`src/rtl/gateway_rc_responder.sv`:
```
// rtl/gateway_rc_responder.sv - RC-side gateway transfer responder; optional address window check via GATEWAY_RESP_ADDR_CHECK_EN
module gateway_rc_responder #(
    parameter int                ADDR_W         = 32,
    parameter int                DATA_W         = 32,
    parameter int                TIMEOUT_CYCLES = 256,
    parameter logic [DATA_W-1:0] ERR_DATA       = 32'hDEAD_BEEF,
    parameter logic [ADDR_W-1:0] ADDR_BASE      = 32'h0040_0000,
    parameter logic [ADDR_W-1:0] ADDR_SIZE      = 32'h0040_0000
) (
    input  logic              clk,
    input  logic              rstn,
    input  logic [ADDR_W-1:0] address,
    input  logic [DATA_W-1:0] data_in,
    input  logic              write_transfer_valid,
    input  logic              read_transfer_valid,
    output logic [DATA_W-1:0] data_out,
    output logic              write_resp_valid,
    output logic              read_resp_valid,
    output logic              fab_req,
    output logic              fab_we,
    output logic [ADDR_W-1:0] fab_addr,
    output logic [DATA_W-1:0] fab_wdata,
    input  logic              fab_ack,
    input  logic [DATA_W-1:0] fab_rdata,
    output logic              err_timeout,
    output logic              err_overrun,
    input  logic              err_clr
);

    localparam int              CNT_W    = $clog2(TIMEOUT_CYCLES);
    localparam logic [CNT_W-1:0] CNT_LAST = CNT_W'(TIMEOUT_CYCLES - 1);

`ifdef GATEWAY_RESP_ADDR_CHECK_EN
    localparam bit ADDR_CHECK_EN = 1'b1;
`else
    localparam bit ADDR_CHECK_EN = 1'b0;
`endif

    typedef enum logic [1:0] {
        S_IDLE = 2'd0,
        S_REQ  = 2'd1,
        S_RESP = 2'd2
    } state_t;

    state_t            r_state;
    state_t            w_next;
    logic [CNT_W-1:0]  r_cnt;
    logic              r_we;
    logic [ADDR_W-1:0] r_addr;
    logic [DATA_W-1:0] r_wdata;
    logic [DATA_W-1:0] r_data_out;
    logic              r_wr_resp;
    logic              r_rd_resp;
    logic              r_err_to;
    logic              r_err_ovr;

    logic              w_any_valid;
    logic [ADDR_W-1:0] w_offset;
    logic              w_in_window;
    logic              w_addr_ok;
    logic              w_accept;
    logic              w_timeout;
    logic              w_cmpl;
    logic              w_cmpl_we;
    logic              w_overrun;

    // Offset form of the window test stays correct even if BASE+SIZE wraps the address space
    assign w_offset    = address - ADDR_BASE;
    assign w_in_window = (address >= ADDR_BASE) && (w_offset < ADDR_SIZE);
    assign w_addr_ok   = !ADDR_CHECK_EN || w_in_window;

    assign w_any_valid = write_transfer_valid || read_transfer_valid;
    assign w_accept    = (r_state == S_IDLE) && w_any_valid;
    assign w_timeout   = (r_state == S_REQ) && !fab_ack && (r_cnt == CNT_LAST);
    // A transfer completes either by rejection straight from IDLE or by ack/timeout in REQ
    assign w_cmpl      = (w_accept && !w_addr_ok) ||
                         ((r_state == S_REQ) && (fab_ack || w_timeout));
    assign w_cmpl_we   = (r_state == S_IDLE) ? write_transfer_valid : r_we;
    assign w_overrun   = ((r_state != S_IDLE) && w_any_valid) ||
                         ((r_state == S_IDLE) && write_transfer_valid && read_transfer_valid);

    // State register; asynchronous reset aborts any transfer without a response
    always_ff @(posedge clk or negedge rstn) begin
        if (!rstn) begin
            r_state <= S_IDLE;
        end else begin
            r_state <= w_next;
        end
    end

    // Next-state logic: IDLE -> REQ (or RESP on reject) -> RESP -> IDLE
    always_comb begin
        w_next = r_state;
        case (r_state)
            S_IDLE: if (w_any_valid) w_next = w_addr_ok ? S_REQ : S_RESP;
            S_REQ:  if (fab_ack || w_timeout) w_next = S_RESP;
            S_RESP: w_next = S_IDLE;
            default: w_next = S_IDLE;
        endcase
    end

    // Transfer latch, timeout counter, response pulses, read data and sticky error flags
    always_ff @(posedge clk or negedge rstn) begin
        if (!rstn) begin
            r_cnt      <= '0;
            r_we       <= 1'b0;
            r_addr     <= '0;
            r_wdata    <= '0;
            r_data_out <= '0;
            r_wr_resp  <= 1'b0;
            r_rd_resp  <= 1'b0;
            r_err_to   <= 1'b0;
            r_err_ovr  <= 1'b0;
        end else begin
            if (w_accept) begin
                r_we   <= write_transfer_valid;
                r_addr <= address;
                r_cnt  <= '0;
                if (write_transfer_valid) begin
                    r_wdata <= data_in;
                end
            end else if (r_state == S_REQ) begin
                r_cnt <= r_cnt + CNT_W'(1);
            end
            r_wr_resp <= w_cmpl && w_cmpl_we;
            r_rd_resp <= w_cmpl && !w_cmpl_we;
            if (w_cmpl && !w_cmpl_we) begin
                r_data_out <= ((r_state == S_REQ) && fab_ack) ? fab_rdata : ERR_DATA;
            end
            // A new error in the same cycle as err_clr keeps the flag set
            r_err_to  <= w_timeout || (r_err_to && !err_clr);
            r_err_ovr <= w_overrun || (r_err_ovr && !err_clr);
        end
    end

    assign fab_req          = (r_state == S_REQ);
    assign fab_we           = r_we;
    assign fab_addr         = r_addr;
    assign fab_wdata        = r_wdata;
    assign data_out         = r_data_out;
    assign write_resp_valid = r_wr_resp;
    assign read_resp_valid  = r_rd_resp;
    assign err_timeout      = r_err_to;
    assign err_overrun      = r_err_ovr;

endmodule
```
`config.mk`:
```
export PLATFORM = sky130hd
export DESIGN_NAME = gateway_rc_responder
export DESIGN_NICKNAME = d
export VERILOG_FILES = /design/src/rtl/gateway_rc_responder.sv
export SDC_FILE = /design/constraint.sdc
export NUM_CORES = 1
export LEC_CHECK = 0
export ABC_CLOCK_PERIOD_IN_PS = 4400
export BUFFER_PORTS_ARGS = -buffer_cell sky130_fd_sc_hd__buf_2
export CELL_PAD_IN_SITES_DETAIL_PLACEMENT = 0
export CELL_PAD_IN_SITES_GLOBAL_PLACEMENT = 1
export CORE_MARGIN = 10
export CORE_UTILIZATION = 38
export CTS_BUF_LIST = sky130_fd_sc_hd__clkbuf_4 sky130_fd_sc_hd__clkbuf_8
export DETAILED_ROUTE_END_ITERATION = 10
export MAX_ROUTING_LAYER = met4
export PLACE_DENSITY_LB_ADDON = 0.15
export SLEW_MARGIN = 10
export SYNTH_ARGS = -nofsm -noshare
export SYNTH_HDL_FRONTEND = slang
export SYNTH_SLANG_ARGS = --single-unit
```
`constraint.sdc`:
```
create_clock -name clk -period 4.4 [get_ports clk]
set_input_delay 0.22 -clock clk [delete_from_list [all_inputs] [get_ports clk]]
set_output_delay 0.22 -clock clk [all_outputs]
set_load 0.02 [all_outputs]
```
==> results list, run 1 <==
- Run status: finished clean
- Fill cells: between 1,000 and 1,500
- Of all cell types, the one taking the most synthesized area is dfrtp_1.
- For this design the top-level I/O count stands at between 200 and 250.
- The tool flagged a number of max-cap violations equal to 0.
- In the final layout, the multi-input gates occupy about 1300 um2.
- Sequential cells were found to cover 66.1% of the synthesized design area.
- Post-route non-filler standard cell count: 692
- The finished cells cover 5630 um2.
- The floorplan has 38 rows.
* Placed standard-cell area: ~5400 um2
- For this run, the leading register cell type out of synthesis is dfrtp_1.
* Distinct cells, synth: 34
- Final antenna diode count: 0
- Core footprint: about 11,000 um2
- Slowest stage cell, crit path: nand2_1
* Slew HR: a little over two fifths
- The number of global-route vias before repair is between 3,000 and 4,000.
- Setup repair after global routing left no endpoint under its margin.
- The longest clock path from root to sink contains 2 buffers.
- The total overflow left after global routing is 0.
- Latest clock arrival within the worst-skew pair: about 370 ps
- Post-route clock period utilization: about half
- Clock buffers created by TritonCTS: 9
* Actual transition at the worst max-transition pin: ~870 ps
* Syn avg cell area: about 12 um2
- IR analysis of the VDD net gives a maximum drop of 0.288 mV.
* Drt first pass iters: 4
- Sinks on Clock Net: ~110
- Clock tree from TritonCTS: built
- Root buffer cell: clkbuf_8
- Initial Utilization: 38.8%
* Number of vias per cell after detailed routing: ~4.6
- Power density cells: roughly 800 nW/um2
* Hold Crit Class: in2reg
- For this run, the number of Yosys warnings is 0.
- Slack of the worst reg-to-reg path: around 2200 ps
* Pin count of the biggest net entering global routing: 71
- After clock tree synthesis, the clock-pin slew on the worst setup and hold paths is 110 ps.
- Total die area: ~16,000 um2
- Ys async rst share: 100%
- Global routing used around 15% of the available tracks across all layers.
* WS Path Type: reg2reg
- CP Buf/Inv Count: 0
* Category of the worst setup path capture point: register
- The first routing iteration left 222 violations.
* Final count of negative-setup-slack endpoints: 0
- By count the netlist is led by 111 x dfrtp_1, 109 x nand2_1, 32 x mux2_2.
* IO Port Bufs: 203
* Estimated wirelength of the detail-placed design: slightly below 9000 um
- Max Clock Skew: 13.2 ps
- Die Span X: 125 um
- The number of failing hold endpoints at the final stage was 0.
- In the final layout, the share of cells above drive strength 1 is 47.1%.
* Average wire per standard cell: 17.1 um
- Max Freq: ~450 MHz
* EDFF count, synth: 0
* Nets@finish: 650
- Leading cell type by number of instances after synthesis: dfrtp_1
- Count of final max-slew check failures: 0
* Post-layout min period: ~2200 ps
* Number of cells after detailed placement: approximately 680
- Data on the critical path is required at its endpoint by between 4000 and 5000 ps.
* Fraction of synthesized cell area taken by the top area cell type: roughly two thirds
- By area the synthesized netlist is led by dfrtp_1 66%, nand2_1 9.7%, mux2_2 8.6%.
* Global-route wire length before repair: 18,500 um
* Area growth, synth to finish: 34.0%
* Static Leakage: 2.91 nW
- Traced cell by cell, the critical path runs through nand2b_1 > nor2_1 > nand2_1 > o22a_1.
* Total Wirelength: 11,800 um
* Number of H-tree levels: 3
- Area of the mapped netlist: about 4200 um2
- Final TNS setup: 0 ps
- The worst setup path is launched from a register.
- Placer Congestion: ~0.80
- On the worst path, the slowest cell contributes a delay of between 500 and 600 ps.
- Count of vias placed by the detailed router: 3,214
- Final antenna-violating net count: 0
* Largest delay share family, worst path: simple AND/OR/NAND/NOR gates
* Number of cells upsized or downsized after cts: 0
- Post-route DRC: 0
* Critical Path AT: ~2500 ps
- In the synthesized netlist, the number of instances is about 340.
* Die outline height: ~130 um
- When the netlist entered floorplanning its net count stood at ~450.
- Across the whole layout, storage elements account for 2780 um2.
* Number of synthesized register bits: 111
* Initial antenna violation count: 0
- Worst-path fanout max: 24
## layout make-up
type | instances | share of cell area, %
inverter | 6 | 0.489
tap | 140 | 3.11
clock buffer | 9 | 2.20
sequential | 111 | 49.3
multi-input combinational | 211 | 23.6
clock inverter | 7 | 2.53
timing repair buffer | 208 | 18.8
## sequential cells by signal, indices dropped and copies added (netlist names), 2 cells and up
signal / cells
fab_addr: 32
data_out: 32
fab_wdata: 32
r_cnt: 8
r_state: 2
## metrics by stage
stage                     setup WS [ps]  hold slack [ps]  power (W)  utilization, %
after global placement             2270              384    0.00375            49.4
after detailed placement           2170              395    0.00381            49.4
final                              2160             27.9    0.00452            52.0
after floorplan                    2820            -75.6    0.00304               -
after CTS                          2160             7.36    0.00460            52.0
after global routing               1970             10.2    0.00482            52.0
## power breakdown
| group | internal, W | total (W) | switching [W] |
|---|---|---|---|
| registers | 0.00149 | 0.00174 | 0.000244 |
| clock network | 0.000438 | 0.000782 | 0.000345 |
| logic | 0.000747 | 0.00200 | 0.00125 |
| total | 0.00268 | 0.00452 | 0.00184 |
## repair_timing
item | in CTS | in global routing
setup buffers | 0 | 0
endpoints found under the hold margin | 62 | 0
hold buffers | 1 | 0
## routing by layer
layer	global-route usage, %	routed length, um
met1	17.3	4960
met2	24.6	5960
met3	4.31	735
met4	5.01	163
met5	-	0
## cell usage in the layout (no fill, tap or decap), types with 2 or more instances in the layout
cell	n
buf_2	202
or3_1	2
mux2_2	32
dfrtp_1	111
o22ai_1	2
mux2i_1	2
buf_4	5
bufinv_16	4
nand3_1	2
nand2_1	109
o31ai_1	2
a21oi_1	2
a22o_1	8
clkbuf_8	9
inv_1	4
clkinv_4	2
o21ai_0	2
o22a_1	24
a31oi_1	4
nor2_1	7
## logic make-up after synthesis
family / Yosys count / synth area share, %
fa+ha+maj: 1 / 0.298
flops: 111 / 66.1
xor+xnor: 1 / 0.208
mux: 34 / 9.05
compound gates: 48 / 9.32
simple gates: 127 / 12.5
buf+inv: 22 / 2.59
## tightest hold or removal path, cell delays in order
cell,delay [ps]
buf_2,70
nand2_1,40
nand2_1,40
## worst paths after layout
kind                                          startpoint                         to  depth (start not counted)
worst max-delay path              r_state[1]$_DFFE_PN0P_    data_out[2]$_DFFE_PN0P_                          4
worst min-delay path                         address[11]   fab_addr[11]$_DFFE_PN0P_                          3
worst max register to register    r_state[1]$_DFFE_PN0P_    data_out[2]$_DFFE_PN0P_                          4
worst min register to register  fab_addr[10]$_DFFE_PN0P_   fab_addr[10]$_DFFE_PN0P_                          2
max in group asynchronous                           rstn    fab_addr[6]$_DFFE_PN0P_                          3
min in group asynchronous                           rstn  fab_wdata[10]$_DFFE_PN0P_                          2
No activity file was read; power rests on OpenSTA's default activity.
==> inputs of run 2 (changes only) <==
- ABC_CLOCK_PERIOD_IN_PS: 4400 -> 1900
- CORE_UTILIZATION: 38 -> 32
- clock period: 4.4 -> 1.9 ns (I/O delays scaled with it)
==> results list, run 2 (synthesis results as in run 1) <==
* Die outline height: about 130 um
- Average wire per standard cell: about 16 um
- Max Clock Skew: roughly 12 ps
- The first global-routing pass estimated 21,300 um of wire.
- Leading cell types in the layout, fill and taps excluded: 202 x buf_2, 111 x dfrtp_1, 109 x nand2_1
- After legalization and detailed placement, the total HPWL measured a little over 9000 um.
- The multi-input combinational cells in the finished layout cover a total of about 1300 um2.
- Commonest non-fill, non-tap cell in the layout: buf_2
- Of the cells placed in the final design, the portion with a size suffix greater than 1 is approximately 41%.
- The first TritonRoute pass finished after 4 iterations.
- Summed over all failing endpoints, the final setup total negative slack is 0 ps.
- Number of H-tree levels: 3
* Max Cap Viol: 0
- Placer Congestion: roughly 0.8
* Unrepaired setup endpoints after global routing: no
* Post-route clock period utilization: about nine tenths
- Hold Crit Class: in2reg
- After global routing the overflow that remains totals 0.
* Run status: finished clean
* Number of setup buffers added after CTS: 0
- Counting every sink on the clock net gives roughly 110.
* Final antenna diode count: 0
* Post-route non-filler standard cell count: 827
- Once the floorplan was initialized, standard cells occupied between 30% and 40% of the core.
- Total GRT Usage: between 10% and 20%
- Final hold violations: 0
- Count of vias placed by the detailed router: 3,700
* Core footprint: between 10,000 and 15,000 um2
- Setup violations remaining at the end of the flow were counted as 0.
- Fill cells: between 1,000 and 1,500
* Nets@finish: 753
- Post-layout min period: around 1700 ps
- Timing would allow up to around 580 MHz.
- FF/Latch Area: 2780 um2
- The worst register-to-register path has a setup slack of roughly 200 ps.
* Highest ir drop seen on vdd: around 0.75 mV
- TritonCTS built the clock tree.
- The initial antenna violation count was 0.
- At the pin with the least slew margin, the transition time is 452 ps.
* Static Leakage: about 3.3 nW
* Number of cells after detailed placement: around 710
* Clock buffers created by TritonCTS: 9
- Area growth, synth to finish: 59.4%
- Headroom to the max-slew limit came out at around 70%.
- Of all nets on the critical path, the largest fanout is 11.
* Count of final max-slew check failures: 0
- The number of global-route vias before repair came to between 4,000 and 5,000.
- Data on the critical path is required at its endpoint by around 1800 ps.
* Final antenna-violating net count: 0
- Clock Path Buffers: 2
- Root buffer cell: clkbuf_8
* Clock Pin Slew Worst Setup and Hold Paths: approximately 100 ps
- Pin count of the biggest net entering global routing: 45
- Measured along the x axis, the die boundary spans ~130 um.
* Total die area: approximately 18,000 um2
- STA classifies the critical path startpoint as a register.
- Latest clock arrival within the worst-skew pair: a little under 400 ps
- Ports: around 200
* Total Wirelength: between 10,000 and 15,000 um
- STA classifies the critical path endpoint as a primary output.
- Number of cell rows: 41
- Post-route DRC: 0
- By startpoint and endpoint, the worst setup path is classified as reg2out.
- Data arrives at the worst endpoint at 1640 ps.
* Power density cells: roughly 1600 nW/um2
- DRC violation total after the first TritonRoute iteration: ~140
- IO Port Bufs: ~200
* Number of vias per cell after detailed routing: roughly 4.5
## run 2: cell count changes in the layout (fill, tap and decap cells not counted), moves of 2 or more
| cell | change |
|---|---|
| bufinv_16 | -2 |
| dlygate4sd3_1 | +99 |
| inv_8 | +2 |
| buf_12 | +3 |
## run 2: path summary, 6_finish.rpt
kind	startpoint	endpoint	cells past startpoint
worst max register to register	r_state[1]$_DFFE_PN0P_	data_out[5]$_DFFE_PN0P_	5
worst min register to register	fab_addr[19]$_DFFE_PN0P_	fab_addr[19]$_DFFE_PN0P_	2
worst max-delay path	r_state[1]$_DFFE_PN0P_	fab_req	4
worst min-delay path	write_transfer_valid	err_overrun$_DFF_PN0_	3
max in group asynchronous	rstn	fab_addr[5]$_DFFE_PN0P_	3
min in group asynchronous	rstn	data_out[15]$_DFFE_PN0P_	2
## run 2: critical path, cell delays in order (launching register included)
cell	delay, ps
dfrtp_1	460
nand2b_2	210
buf_4	200
clkinvlp_4	180
buf_2	210
## run 2: metal layers
metal  up-vias  wire (um)  track usage [%]  share of wire [%]
li1       1776          -                -                  -
met1      1775       5450             17.2                 41
met2       137       6570             24.6                 50
met3        12        959             4.23                7.3
met4         0        223             6.41                1.7
met5         -          0                -                  0
## run 2: area by class of cell
class / count / share of cell area [%]
timing repair buffer: 311 / 31.6
sequential: 111 / 41.4
tap: 172 / 3.21
inverter: 6 / 0.504
multi-input combinational: 211 / 19.9
clock buffer: 9 / 1.85
clock inverter: 7 / 1.53
## run 2: timing repair
item,4_1_cts,5_1_grt
endpoints found under the hold margin,129,0
gates resized for setup,0,3
hold buffers,100,0
endpoints found under the setup margin,0,10
## run 2: per-stage QoR
step                      area, um2  util, %  hold WS [ps]  setup slack [ps]  power [W]
after global placement         5470     43.0          72.6               168    0.00879
after detailed placement       5470     43.0          73.1               115    0.00888
after global routing           6700     52.7          38.4              61.7     0.0113
final                          6700     52.7          30.7               169     0.0105
after CTS                      6690     52.6          5.37              3.58     0.0107
after floorplan                4200        -          -201               316    0.00703
## run 2: power by group
part,leakage [nW],switching [W],internal [W]
registers,1.33,0.000599,0.00346
clock network,0.116,0.000829,0.000762
logic,1.90,0.00294,0.00193
total,3.34,0.00436,0.00614
